===== config.mk =====
export PLATFORM = sky130hd
export DESIGN_NAME = ps2_ace_keyboard
export DESIGN_NICKNAME = d
export VERILOG_FILES = /design/src/rtl/ace_kbd_pkg.sv /design/src/rtl/ps2_rx.sv /design/src/rtl/ps2_ace_keyboard.sv
export SDC_FILE = /design/constraint.sdc
export NUM_CORES = 1
export LEC_CHECK = 0
export CAP_MARGIN = 10
export CELL_PAD_IN_SITES_DETAIL_PLACEMENT = 1
export CELL_PAD_IN_SITES_GLOBAL_PLACEMENT = 2
export CORE_MARGIN = 4
export CORE_UTILIZATION = 41
export DETAILED_ROUTE_END_ITERATION = 8
export GPL_TIMING_DRIVEN = 0
export PLACE_DENSITY_LB_ADDON = 0.1
export SYNTH_ARGS = -nofsm -noshare
export SYNTH_HDL_FRONTEND = slang
export SYNTH_SLANG_ARGS = --single-unit

===== constraint.sdc =====
create_clock -name clk -period 8.3 [get_ports clk]
set_input_delay 0.83 -clock clk [delete_from_list [all_inputs] [get_ports clk]]
set_output_delay 0.83 -clock clk [all_outputs]
set_load 0.03 [all_outputs]

===== src/rtl/ace_kbd_pkg.sv =====
// Shared types and constants for the PS/2 to Jupiter Ace keyboard front end:
// receiver states, prefix bytes, key indices and the scancode lookup.
package ace_kbd_pkg;

  typedef enum logic [1:0] {RX_IDLE, RX_DATA, RX_PARITY, RX_STOP} rx_state_t;

  localparam logic [7:0] CODE_EXT = 8'hE0;
  localparam logic [7:0] CODE_BRK = 8'hF0;

  localparam int NUM_KEYS = 52;
  localparam int KEY_W    = 6;

  // Indices 0..39 are matrix positions (row*5 + col); 40.. are keys that
  // drive more than one position or none at all.
  localparam logic [5:0] POS_SHIFT = 6'd0;
  localparam logic [5:0] POS_SYMSH = 6'd1;
  localparam logic [5:0] POS_5     = 6'd19;
  localparam logic [5:0] POS_0     = 6'd20;
  localparam logic [5:0] POS_8     = 6'd22;
  localparam logic [5:0] POS_7     = 6'd23;
  localparam logic [5:0] POS_6     = 6'd24;
  localparam logic [5:0] K_LSHIFT  = 6'd40;
  localparam logic [5:0] K_RSHIFT  = 6'd41;
  localparam logic [5:0] K_LCTRL   = 6'd42;
  localparam logic [5:0] K_RCTRL   = 6'd43;
  localparam logic [5:0] K_BKSP    = 6'd44;
  localparam logic [5:0] K_LEFT    = 6'd45;
  localparam logic [5:0] K_DOWN    = 6'd46;
  localparam logic [5:0] K_UP      = 6'd47;
  localparam logic [5:0] K_RIGHT   = 6'd48;
  localparam logic [5:0] K_LALT    = 6'd49;
  localparam logic [5:0] K_RALT    = 6'd50;
  localparam logic [5:0] K_DEL     = 6'd51;

  typedef struct packed {
    logic             valid;
    logic [KEY_W-1:0] idx;
  } key_t;

  function automatic key_t scancode_to_key(input logic ext, input logic [7:0] code);
    key_t k;
    k.valid = 1'b1;
    k.idx   = '0;
    if (!ext) begin
      case (code)
        8'h1A: k.idx = 6'd2;  8'h22: k.idx = 6'd3;  8'h21: k.idx = 6'd4;
        8'h1C: k.idx = 6'd5;  8'h1B: k.idx = 6'd6;  8'h23: k.idx = 6'd7;  8'h2B: k.idx = 6'd8;  8'h34: k.idx = 6'd9;
        8'h15: k.idx = 6'd10; 8'h1D: k.idx = 6'd11; 8'h24: k.idx = 6'd12; 8'h2D: k.idx = 6'd13; 8'h2C: k.idx = 6'd14;
        8'h16: k.idx = 6'd15; 8'h1E: k.idx = 6'd16; 8'h26: k.idx = 6'd17; 8'h25: k.idx = 6'd18; 8'h2E: k.idx = 6'd19;
        8'h45: k.idx = 6'd20; 8'h46: k.idx = 6'd21; 8'h3E: k.idx = 6'd22; 8'h3D: k.idx = 6'd23; 8'h36: k.idx = 6'd24;
        8'h4D: k.idx = 6'd25; 8'h44: k.idx = 6'd26; 8'h43: k.idx = 6'd27; 8'h3C: k.idx = 6'd28; 8'h35: k.idx = 6'd29;
        8'h5A: k.idx = 6'd30; 8'h4B: k.idx = 6'd31; 8'h42: k.idx = 6'd32; 8'h3B: k.idx = 6'd33; 8'h33: k.idx = 6'd34;
        8'h29: k.idx = 6'd35; 8'h3A: k.idx = 6'd36; 8'h31: k.idx = 6'd37; 8'h32: k.idx = 6'd38; 8'h2A: k.idx = 6'd39;
        8'h12: k.idx = K_LSHIFT; 8'h59: k.idx = K_RSHIFT; 8'h14: k.idx = K_LCTRL;
        8'h11: k.idx = K_LALT;   8'h66: k.idx = K_BKSP;
        default: k.valid = 1'b0;
      endcase
    end else begin
      case (code)
        8'h14: k.idx = K_RCTRL; 8'h11: k.idx = K_RALT; 8'h71: k.idx = K_DEL;
        8'h6B: k.idx = K_LEFT;  8'h72: k.idx = K_DOWN; 8'h75: k.idx = K_UP; 8'h74: k.idx = K_RIGHT;
        default: k.valid = 1'b0;
      endcase
    end
    return k;
  endfunction

endpackage


===== src/rtl/ps2_rx.sv =====
// PS/2 receiver: synchronises and deglitches both lines, then assembles
// 11-bit frames on filtered ps2clk falling edges, with an inter-edge watchdog.
module ps2_rx
  import ace_kbd_pkg::*;
#(
  parameter int CLK_HZ     = 6500000,
  parameter int FILTER_LEN = 8,
  parameter int TIMEOUT_US = 2000
) (
  input  logic       clk,
  input  logic       reset,
  input  logic       ps2clk,
  input  logic       ps2dat,
  output logic [7:0] code,
  output logic       strobe
);

  localparam int TIMEOUT_CYCLES = (CLK_HZ / 1000) * TIMEOUT_US / 1000;
  localparam int WD_W           = $clog2(TIMEOUT_CYCLES + 1);

  logic [1:0]            clk_sync, dat_sync;
  logic [FILTER_LEN-1:0] clk_hist, dat_hist;
  logic                  clk_f, dat_f, clk_f_q, fall;

  rx_state_t   state, state_n;
  logic [7:0]  shreg, shreg_n, code_n;
  logic [2:0]  bit_cnt, bit_cnt_n;
  logic        par, par_n, strobe_n;
  logic [WD_W-1:0] wd, wd_n;

  // Filtered levels only change after FILTER_LEN identical synchronised samples.
  always_ff @(posedge clk or posedge reset) begin
    if (reset) begin
      clk_sync <= 2'b11;
      dat_sync <= 2'b11;
      clk_hist <= '1;
      dat_hist <= '1;
      clk_f    <= 1'b1;
      dat_f    <= 1'b1;
      clk_f_q  <= 1'b1;
    end else begin
      // NOTE: non-blocking assignments so every register samples pre-edge values.
      clk_sync <= {clk_sync[0], ps2clk};
      dat_sync <= {dat_sync[0], ps2dat};
      clk_hist <= {clk_hist[FILTER_LEN-2:0], clk_sync[1]};
      dat_hist <= {dat_hist[FILTER_LEN-2:0], dat_sync[1]};
      if (&clk_hist) clk_f <= 1'b1; else if (~|clk_hist) clk_f <= 1'b0;
      if (&dat_hist) dat_f <= 1'b1; else if (~|dat_hist) dat_f <= 1'b0;
      clk_f_q  <= clk_f;
    end
  end

  assign fall = clk_f_q & ~clk_f;

  always_ff @(posedge clk or posedge reset) begin
    if (reset) begin
      state   <= RX_IDLE;
      shreg   <= '0;
      bit_cnt <= '0;
      par     <= 1'b0;
      wd      <= '0;
      code    <= 8'h00;
      strobe  <= 1'b0;
    end else begin
      state   <= state_n;
      shreg   <= shreg_n;
      bit_cnt <= bit_cnt_n;
      par     <= par_n;
      wd      <= wd_n;
      code    <= code_n;
      strobe  <= strobe_n;
    end
  end

  always_comb begin
    // NOTE: every output gets a default first so no path leaves a latch.
    state_n   = state;
    shreg_n   = shreg;
    bit_cnt_n = bit_cnt;
    par_n     = par;
    wd_n      = wd;
    code_n    = code;
    strobe_n  = 1'b0;
    if (state != RX_IDLE) wd_n = wd + 1'b1;
    if (fall) begin
      wd_n = '0;
      case (state)
        RX_IDLE: if (!dat_f) begin
          state_n   = RX_DATA;
          bit_cnt_n = '0;
        end
        RX_DATA: begin
          shreg_n   = {dat_f, shreg[7:1]};
          bit_cnt_n = bit_cnt + 1'b1;
          if (bit_cnt == 3'd7) state_n = RX_PARITY;
        end
        RX_PARITY: begin
          par_n   = dat_f;
          state_n = RX_STOP;
        end
        RX_STOP: begin
          state_n = RX_IDLE;
          if (dat_f && (^{shreg, par})) begin
            strobe_n = 1'b1;
            code_n   = shreg;
          end
        end
        default: state_n = RX_IDLE;
      endcase
    end else if (state != RX_IDLE && wd == WD_W'(TIMEOUT_CYCLES - 1)) begin
      state_n = RX_IDLE;
      wd_n    = '0;
    end
  end

endmodule


===== src/rtl/ps2_ace_keyboard.sv =====
// Jupiter Ace keyboard front end: decodes PS/2 make/break codes into per-key
// press bits, folds them into the 8x5 matrix and serves the selected rows.
module ps2_ace_keyboard
  import ace_kbd_pkg::*;
#(
  parameter int CLK_HZ     = 6500000,
  parameter int FILTER_LEN = 8,
  parameter int TIMEOUT_US = 2000
) (
  input  logic       clk,
  input  logic       reset,
  input  logic       ps2clk,
  input  logic       ps2dat,
  input  logic [7:0] filas,
  output logic [4:0] columnas,
  output logic       key_strobe,
  output logic [7:0] key_code,
  output logic       user_reset
);

  logic                ext, brk;
  logic [NUM_KEYS-1:0] press;
  key_t                hit;
  logic [39:0]         matrix;
  logic [4:0]          col_hit;

  ps2_rx #(
    .CLK_HZ    (CLK_HZ),
    .FILTER_LEN(FILTER_LEN),
    .TIMEOUT_US(TIMEOUT_US)
  ) u_rx (
    .clk   (clk),
    .reset (reset),
    .ps2clk(ps2clk),
    .ps2dat(ps2dat),
    .code  (key_code),
    .strobe(key_strobe)
  );

  assign hit = scancode_to_key(ext, key_code);

  // Compound keys share positions with plain keys, so a position is the OR of
  // every key that can drive it; releasing one never clobbers another.
  always_comb begin
    matrix            = press[39:0];
    matrix[POS_SHIFT] = press[K_LSHIFT] | press[K_RSHIFT] | press[K_BKSP]
                      | press[K_LEFT] | press[K_DOWN] | press[K_UP] | press[K_RIGHT];
    matrix[POS_SYMSH] = press[K_LCTRL] | press[K_RCTRL];
    matrix[POS_0]     = press[POS_0] | press[K_BKSP];
    matrix[POS_5]     = press[POS_5] | press[K_LEFT];
    matrix[POS_6]     = press[POS_6] | press[K_DOWN];
    matrix[POS_7]     = press[POS_7] | press[K_UP];
    matrix[POS_8]     = press[POS_8] | press[K_RIGHT];
  end

  always_comb begin
    col_hit = '0;
    for (int r = 0; r < 8; r++)
      if (!filas[r]) col_hit = col_hit | matrix[r*5 +: 5];
  end

  always_ff @(posedge clk or posedge reset) begin
    if (reset) begin
      ext        <= 1'b0;
      brk        <= 1'b0;
      press      <= '0;
      columnas   <= 5'b11111;
      user_reset <= 1'b0;
    end else begin
      columnas   <= ~col_hit;
      user_reset <= (press[K_LCTRL] | press[K_RCTRL]) & (press[K_LALT] | press[K_RALT])
                  & press[K_DEL];
      if (key_strobe) begin
        if (key_code == CODE_EXT) ext <= 1'b1;
        else if (key_code == CODE_BRK) brk <= 1'b1;
        else begin
          if (hit.valid) press[hit.idx] <= ~brk;
          ext <= 1'b0;
          brk <= 1'b0;
        end
      end
    end
  end

endmodule


; After elaboration in Yosys (flattened, before gate mapping)
; Index checks and enable logic that the tools add are counted.
[word_totals]
reg_bits = 120
elab_cells = 171
out_inout_bits = 15
in_bits = 12
[op_classes]
n_mux = 36
n_addsub = 2
bitwise = 28
eq_ne = 61
order_cmp = 2
n_reduce_logical = 23
[ops]
columns = op, count
row1 = 6-bit case mux with 43 select lines, 1
row2 = 8-bit by 6-bit == test with 1-bit output (second input constant), 23
row3 = 8-bit by 7-bit == test with 1-bit output (second input constant), 15
row4 = 8-bit by 5-bit == test with 1-bit output (second input constant), 10
row5 = 52-bit bitwise mux, 1
row6 = 43-bit OR reduction, 1
row7 = 14-bit 2-to-1 mux, 3
row8 = 6-bit case mux with 7 select lines, 1
row9 = 5-bit 2-to-1 mux, 8
row10 = 5-bit OR, 7
row11 = 8-bit == test (second input constant), 2
row12 = 8-bit AND reduction, 2
row13 = 8-bit OR reduction, 2
row14 = 14-bit by 1-bit adder with 14-bit output (second input constant), 1
row15 = 14-bit == test (second input constant), 1
row16 = 1-bit 2-to-1 mux, 13
row17 = 1-bit OR, 13
row18 = 3-bit AND reduction, 3
row19 = 9-bit parity, 1
row20 = 2-bit 2-to-1 mux, 4
row21 = 2-bit case mux with 4 select lines, 1
row22 = 2-bit AND reduction, 4
row23 = 6-bit by 7-bit < comparator with 1-bit output (second input constant), 1
row24 = 7-bit 2-to-1 mux, 1
row25 = other kinds (20), 33

; Logic depth before layout (Yosys ltp)
; Gate-level depths: netlist (run 1).
[depth]
ltp_word = 22
mapped_depth = 12
ltp_nobuf = 8

; Modules after synthesis
; A second synthesis (run 1) with hierarchy kept.
[hier_totals]
hier_cells = 662
hier_area_um2 = 6944.2
[by_module_without_submodules]
columns = module, cells_per_inst, area_per_inst_um2, instances, seq_area_each_um2
row1 = ps2_ace_keyboard, 476, 4449.3, 1, 1457.6
row2 = ps2_rx, 186, 2494.9, 1, 1530.2

; Worst setup path before layout (run 1)
; Ideal clock, no wire load.
[synth_path]
path_type = register to register
startpoint = register u_rx.code[1]
endpoint = register press[6]
setup_slack_ps = 5517
path_buffers = 3
setup_ps = 80
stages_incl_launch_ff = 11
period_less_slack_ps = 2783
arrival_ps = 2703
required_time_ps = 8220
path_cell_list = dfrtp_1 > buf_2 > buf_4 > or3b_2 > a21oi_1 > o31ai_1 > a31oi_2 > and4_1 > buf_2 > and2b_1 > mux2i_1
[synth_between]
elab_chain_cells = 8
elab_cells_between_ends = 66
classes_between = 2 x order compare / 50 x eq/ne / 8 x mux / 2 x bitwise / 4 x reduce/logical
[synth_lines]
columns = element, line_no
row1 = from (decl), ps2_rx.sv:14  ; output logic [7:0] code,
row2 = from (signal assigned), ps2_rx.sv:70  ; code <= code_n;
row3 = "8-bit by 7-bit == test with 1-bit output, or another cell as far along", ace_kbd_pkg.sv:45  ; case (code)
row4 = 6-bit case mux with 43 select lines / 6-bit case mux with 7 select lines (equally long branches), "ace_kbd_pkg.sv:45, ace_kbd_pkg.sv:59"
row5 = 7-bit 2-to-1 mux, ace_kbd_pkg.sv:44  ; if (!ext) begin
row6 = 6-bit by 7-bit < comparator with 1-bit output (not written as such) / 6-bit by 1-bit greater-or-equal comparator with 1-bit output (equally long branches), ps2_ace_keyboard.sv:77  ; if (hit.valid) press[hit.idx] <= ~brk;
row7 = 1-bit logical AND (not written as such), ps2_ace_keyboard.sv:77
row8 = 1-bit 2-to-1 mux (not written as such), ps2_ace_keyboard.sv:77
row9 = 1-bit demux with 6-bit select, ps2_ace_keyboard.sv:77
row10 = 52-bit bitwise mux, ps2_ace_keyboard.sv:77
row11 = "to (signal, indexed assignment)", ps2_ace_keyboard.sv:77
row12 = to (decl), ps2_ace_keyboard.sv:22  ; logic [NUM_KEYS-1:0] press;
; Parallel ways exist; a longest one is shown, timed or not.
; A chain may end at the register's enable or synchronous reset.

; Worst setup path after layout (run 1)
[layout_path]
startpoint = register u_rx.code[4]
endpoint = register press[13]
; The elaborated chain is that of the path after synthesis.

==> results of run 1 <==
## power groups by stage
stage          clock network (W)  registers (W)  logic (W)
6_report                0.000717       0.000620  0.0000869
4_1_cts                 0.000733       0.000620  0.0000890
3_5_place_dp                   0       0.000630  0.0000881
3_3_place_gp                   0       0.000628  0.0000822
2_1_floorplan                  0       0.000624  0.0000624
5_1_grt                 0.000763       0.000624  0.0000975
## synth_stat cells, drive strengths merged (15+ instances only)
cell type | instances | area, µm²
inv | 32 | 120.1
dfrtp | 90 | 2252
a31oi | 22 | 158.9
nand2 | 34 | 130.1
nor3 | 15 | 107.6
o31ai | 21 | 157.7
nand3 | 19 | 100.1
mux2i | 15 | 150.1
dfstp | 28 | 735.7
a21oi | 27 | 135.1
nor2 | 48 | 180.2
buf | 28 | 171.4
clkbuf | 16 | 61.30
o21ai | 39 | 198.9
## layer usage
| metal | up-vias | share of wire | routed length [µm] |
|---|---|---|---|
| met5 | - | 0 | 0 |
| met4 | 0 | 0.024 | 468 |
| met3 | 36 | 0.035 | 692 |
| met2 | 116 | 0.48 | 9417 |
| met1 | 2718 | 0.46 | 9087 |
| li1 | 2546 | - | - |
## cell families after synthesis
logic type / count (synthesis) / share of synthesized area
buffers and inverters: 76 / 0.05324
adders and majority gates: 7 / 0.01321
DFF: 118 / 0.4508
xor gates and xnor gates: 23 / 0.03039
AOI/OAI and AO/OA: 173 / 0.1820
muxes: 28 / 0.04474
and+or+nand+nor: 231 / 0.2256
## worst paths after layout
| check | to | from | cells after the start | slack, ps |
|---|---|---|---|---|
| setup / recovery | press[13] | u_rx.code[4] | 9 | 4910 |
| hold / removal | u_rx.clk_hist[0] | u_rx.clk_sync[1] | 0 | 360 |
| setup reg to reg | press[13] | u_rx.code[4] | 9 | 4910 |
| hold reg to reg | u_rx.clk_hist[0] | u_rx.clk_sync[1] | 0 | 360 |
| max in group asynchronous | u_rx.dat_hist[0] | reset | 3 | 6710 |
| min in group asynchronous | press[13] | reset | 2 | 870 |
## registers in the layout (all words and copies together) (netlist names), 2 cells and up
signal         flops
press             50
columnas           5
u_rx.wd           14
u_rx.shreg         8
u_rx.code          8
u_rx.dat_sync      2
u_rx.clk_sync      2
u_rx.clk_hist      8
u_rx.state         2
u_rx.bit_cnt       3
u_rx.dat_hist      8
## cell type report
cell class | instances | area, µm² | area share
sequential | 118 | 2988 | 0.3843
buffer | 44 | 232.7 | 0.02993
timing repair buffer | 27 | 287.8 | 0.03701
inverter | 32 | 125.1 | 0.01609
tap | 216 | 270.3 | 0.03476
multi-input combinational | 462 | 3287 | 0.4228
clock inverter | 7 | 68.82 | 0.008851
clock buffer | 25 | 515.5 | 0.06630
## critical path, stage by stage (launching register included)
cell      delay (ps)
dfrtp_1          510
nor4bb_2         880
o21ai_0          220
a21oi_1          180
nor2_1            60
a31oi_2          470
nand4_1          300
clkbuf_1         300
o21ai_0          220
o31ai_1           90
## placed cells by master (no fill, tap or decap), types with 5 or more instances in the layout
master / n
dfrtp_1: 90
nor2_1: 48
o21ai_0: 37
nand2_1: 33
inv_1: 31
dfstp_2: 28
a21oi_1: 27
clkdlybuf4s50_1: 26
o31ai_1: 21
a31oi_1: 20
nand3_1: 18
clkbuf_1: 17
clkbuf_16: 17
mux2i_1: 15
buf_2: 14
nor2b_1: 13
mux2_2: 13
xnor2_1: 12
xor2_1: 11
nand4_1: 11
nor3_1: 11
nor4bb_1: 10
nand2b_1: 10
o211ai_1: 10
buf_4: 9
a22o_1: 7
ha_1: 7
nor4_1: 6
nor3b_1: 6
nand4b_1: 6
o22ai_1: 6
clkbuf_8: 6
and4b_1: 5
and2_1: 5
or4b_1: 5
## metrics by stage
stage | setup slack, ps | instances | utilization | total power, W | cell area (µm²)
after floorplan | 4387 | 656 | - | 0.0006862 | 6628
after global placement | 2694 | 898 | 0.4506 | 0.0007104 | 7158
after detailed placement | 4987 | 899 | 0.4527 | 0.0007181 | 7191
after CTS | 4995 | 931 | 0.4894 | 0.001442 | 7775
after global routing | 4653 | 931 | 0.4894 | 0.001484 | 7775
final | 4913 | 931 | 0.4894 | 0.001425 | 7775
==> run summary, run 1 <==
FMAX: 295.3 MHz
Largest fanout on the critical path: 10
Pins over their slew limit: 0
First-pass GRT wire length: 31.78 mm
Die width: 135.1 µm
Tot GR Track Use: 0.2231
Clock skew: 9.913 ps
Arrival time worst endpoint: 3660 ps
Crit path launch type: register
Routed WL per cell: 21.12 µm
Antenna violations before repair: 0
Post-synth EDFFs: 0
Worst setup EP type: register
Vias in the first global route: 5,709
Final nets: 721
Mapped cell area: 6628 µm²
DRT iter0 DRCs: 381
ANT cells: 0
Met2 Track Usage GR: 0.3609
Clk buf depth: 2
Via density per instance: 5.817
Async SR Flop Fraction: 1.000
Largest net degree at the start of global routing: 63
Leak Pwr: 3.192 nW
Post-cts sizing count: 0
DPL Wire Length: 14.19 mm
Vias: 5,416
Final min period: 3387 ps
Hold Buf Count CTS: 0
Maxcap violations: 0
Clk_lat worst skew: 420 ps
Peak VDD IR: 0.1351 mV
Switching Fraction: 0.2335
HP Class: reg -> reg
Yosys Warn Count: 0
Logic pwr share: 0.061
Worst Setup Path Type: reg -> reg
Global routing usage on met3: 0.03900
First-pass detailed-route iteration total: 4
Post-Syn Nets: 675
RSZ-0062 raised after global routing: no
CTS tree: built
Area delta synth->final: 17.31%
Core area: 15,890 µm²
# rows: 46
Gr busiest metal: met2
Slew headroom: 0.3746
CTS Sinks: 118
Setup violators final: 0
Internal Power: 0.001092 W
Final WL: 19.67 mm
Final Cycle Share: 0.4080
Top FF cell, synth: dfrtp_1
Setup TNS Final: 0 ps
H-tree lvl count: 4
Worst slew pin tran: 924.8 ps
Hold slack: 355.1 ps
Post-Syn Area per Cell: 10.10 µm²
Post-CTS Repair Setup Buffers: 0
Routability Congestion: 0.9312
Required time worst endpoint: 8570 ps
Hold violation total from the final report: 0
Post-synthesis sequential area ratio: 0.4508
Met1 Use GR: 0.3005
Fillers: 1,766
Antenna-violating nets left: 0
GRT overflow: 0
Die extent in y: 135.1 µm
Syn Inst Count: 656
CTS root buf: clkbuf_16
Synth Register Bits: 118
Die area: 18,260 µm²
Io pins: 27
PwrDens: 183.2 nW/µm²
Status: finished clean
Starting Density: 0.4172
Clk slew on worst S/H paths: 50 ps
Clock share of power: 0.504
Drt drc: 0
Switching Power: 0.0003326 W
PortBufs: 26
Yosys cell types: 89
Num CTS Buffers: 17
Flop pwr share: 0.435
Layout cells sized above 1: 0.1790
No activity file was read; power rests on OpenSTA's default activity.
==> run 2, diff against run 1 <==
--- a/config.mk
+++ b/config.mk
@@ -9,7 +9,7 @@
 export CELL_PAD_IN_SITES_DETAIL_PLACEMENT = 1
 export CELL_PAD_IN_SITES_GLOBAL_PLACEMENT = 2
 export CORE_MARGIN = 4
-export CORE_UTILIZATION = 41
+export CORE_UTILIZATION = 40
 export DETAILED_ROUTE_END_ITERATION = 8
 export GPL_TIMING_DRIVEN = 0
 export PLACE_DENSITY_LB_ADDON = 0.1
==> constraint.sdc (replaced) <==
create_clock -name clk -period 3.4 [get_ports clk]
set_input_delay 0.34 -clock clk [delete_from_list [all_inputs] [get_ports clk]]
set_output_delay 0.34 -clock clk [all_outputs]
set_load 0.03 [all_outputs]
==> run 2 against run 1 <==
Clock skew rose by 4.1 ps. Sequential power is 140% higher. Non-clock buffer count is 3 higher. Clock-buffer cell count decreased by 5. Sequential share of layout area is 0.40 points lower. Worst hold slack lost 50 ps. Power increased by 150%. Cell area grew 1.1%. Maximum frequency up 4.8%. Register-to-register slack got worse by 4700 ps. Sequential cell count did not move. Worst setup slack lost 4700 ps. Largest cell class unchanged.
==> run summary, run 2 (synthesis gave the netlist of run 1 again) <==
Status: finished clean
R2R depth: 10
Final Cycle Share: 0.9501
Setup TNS Final: 0 ps
Hold Buf Count CTS: 0
Routability Congestion: 0.9341
R2R Setup Slk: 170 ps
DRT iter0 DRCs: 376
Hold violation total from the final report: 0
First-pass GRT wire length: 32.33 mm
PortBufs: 26
FMAX: 309.6 MHz
ANT cells: 0
CTS Sinks: 118
PwrDens: 448.0 nW/µm²
CTS tree: built
Maxcap violations: 0
Final core utilization: 0.4893
Largest registers: press: 50 flops, u_rx.wd: 14 flops
Critical-path top delay cell: or4b_4
Setup violators final: 0
RSZ-0062 raised after global routing: no
Worst r2r src: u_rx.code[3]
Io pins: 27
Worst Setup Path Type: reg -> reg
DPL Wire Length: 14.46 mm
Largest fanout on the critical path: 10
Die area: 18,690 µm²
Via density per instance: 5.894
Required time worst endpoint: 3680 ps
Area delta synth->final: 18.56%
Leak Pwr: 3.222 nW
First-pass detailed-route iteration total: 5
CTS root buf: clkbuf_16
Tot GR Track Use: 0.2238
Reg-to-Reg End: press[36]
Layout cells sized above 1: 0.1908
Peak VDD IR: 0.3657 mV
GRT overflow: 0
Final min period: 3230 ps
Most common cell after layout, fill and taps aside: dfrtp_1
Antenna violations before repair: 0
Critical path, cell by cell: buf_4, clkbuf_2, nand4b_1, nor2_1, nor3_4, or4b_4, a211oi_4, nand2b_1, o21ai_0, o31ai_1
Starting Density: 0.4127
Number of cells on the critical path: 10
# rows: 46
Buf/Inv on CP: 2
Slew headroom: 0.4552
Final WL: 19.88 mm
H-tree lvl count: 4
Worst setup EP type: register
Arrival time worst endpoint: 3510 ps
Final nets: 724
Largest net degree at the start of global routing: 40
Core area: 16,060 µm²
Routed WL per cell: 21.28 µm
Drt drc: 0
Total Power: 0.003520 W
Vias: 5,505
Clock skew: 14.04 ps
Clk buf depth: 2
Largest Register: press
Most frequent cells in the layout: dfrtp_1 (90), nor2_1 (48), o21ai_0 (37)
HP Class: in -> async
Die extent in y: 136.7 µm
Pins over their slew limit: 0
Vias in the first global route: 5,864
Max reg flops: 50
Clk slew on worst S/H paths: 60 ps
Worst slew pin tran: 815.0 ps
Die width: 136.7 µm
Top delay family on crit path: simple AND/OR/NAND/NOR gates
Antenna-violating nets left: 0
Num CTS Buffers: 17
Crit path launch type: register
Largest stage delay on the critical path: 560 ps
Clk_lat worst skew: 420 ps
[run 2: where the power goes]
group | internal [W] | switching [W]
combinational | 0.0000878 | 0.000132
sequential | 0.00146 | 0.0000511
clock | 0.00112 | 0.000669
[run 2: worst register-to-register path, cell delays in order (launching register included)]
cell      delay (ps)
dfrtp_1          390
buf_4            170
clkbuf_2         180
nand4b_1         220
nor2_1           140
nor3_4           280
or4b_4           560
a211oi_4         500
nand2b_1         290
o21ai_0          240
o31ai_1          110
[run 2: routing by layer]
| metal | track usage | vias up | wire (µm) |
|---|---|---|---|
| li1 | - | 2545 | - |
| met1 | 0.2920 | 2786 | 8840 |
| met2 | 0.3724 | 138 | 9756 |
| met3 | 0.04081 | 36 | 768 |
| met4 | 0.08007 | 0 | 514 |
| met5 | 0 | - | 0 |
[run 2: worst max path at each step]
stage	startpoint	endpoint	slack, ps
after detailed placement	u_rx.code[0]	press[3]	60
after floorplan	u_rx.code[1]	press[6]	620
after global placement	u_rx.code[0]	press[3]	180
after global routing	u_rx.code[6]	press[4]	10
final	u_rx.code[3]	press[36]	170
after CTS	u_rx.code[0]	press[3]	40
[run 2: timing repair]
item,CTS,global route
buffers inserted,0,1
endpoints found under the setup margin,0,31
resized for setup,0,7
[run 2: metrics by stage]
step / area, µm² / cells / setup WS, ps / hold slack, ps
floorplan: 6631 / 656 / 617.1 / 344.5
global placement: 7162 / 898 / 183.7 / 346.9
detailed placement: 7222 / 901 / 64.86 / 347.6
CTS: 7826 / 933 / 36.75 / 309.3
global route: 7858 / 934 / 10.45 / 318.5
finish: 7858 / 934 / 169.5 / 304.7
[run 2: area by class of cell]
class	count	area, µm²
timing repair buffer	30	327.8
sequential	118	2988
clock buffer	20	489.2
buffer	44	236.5
clock inverter	12	115.1
inverter	32	123.9
fill	1762	8200
multi-input combinational	462	3307
tap	216	270.3
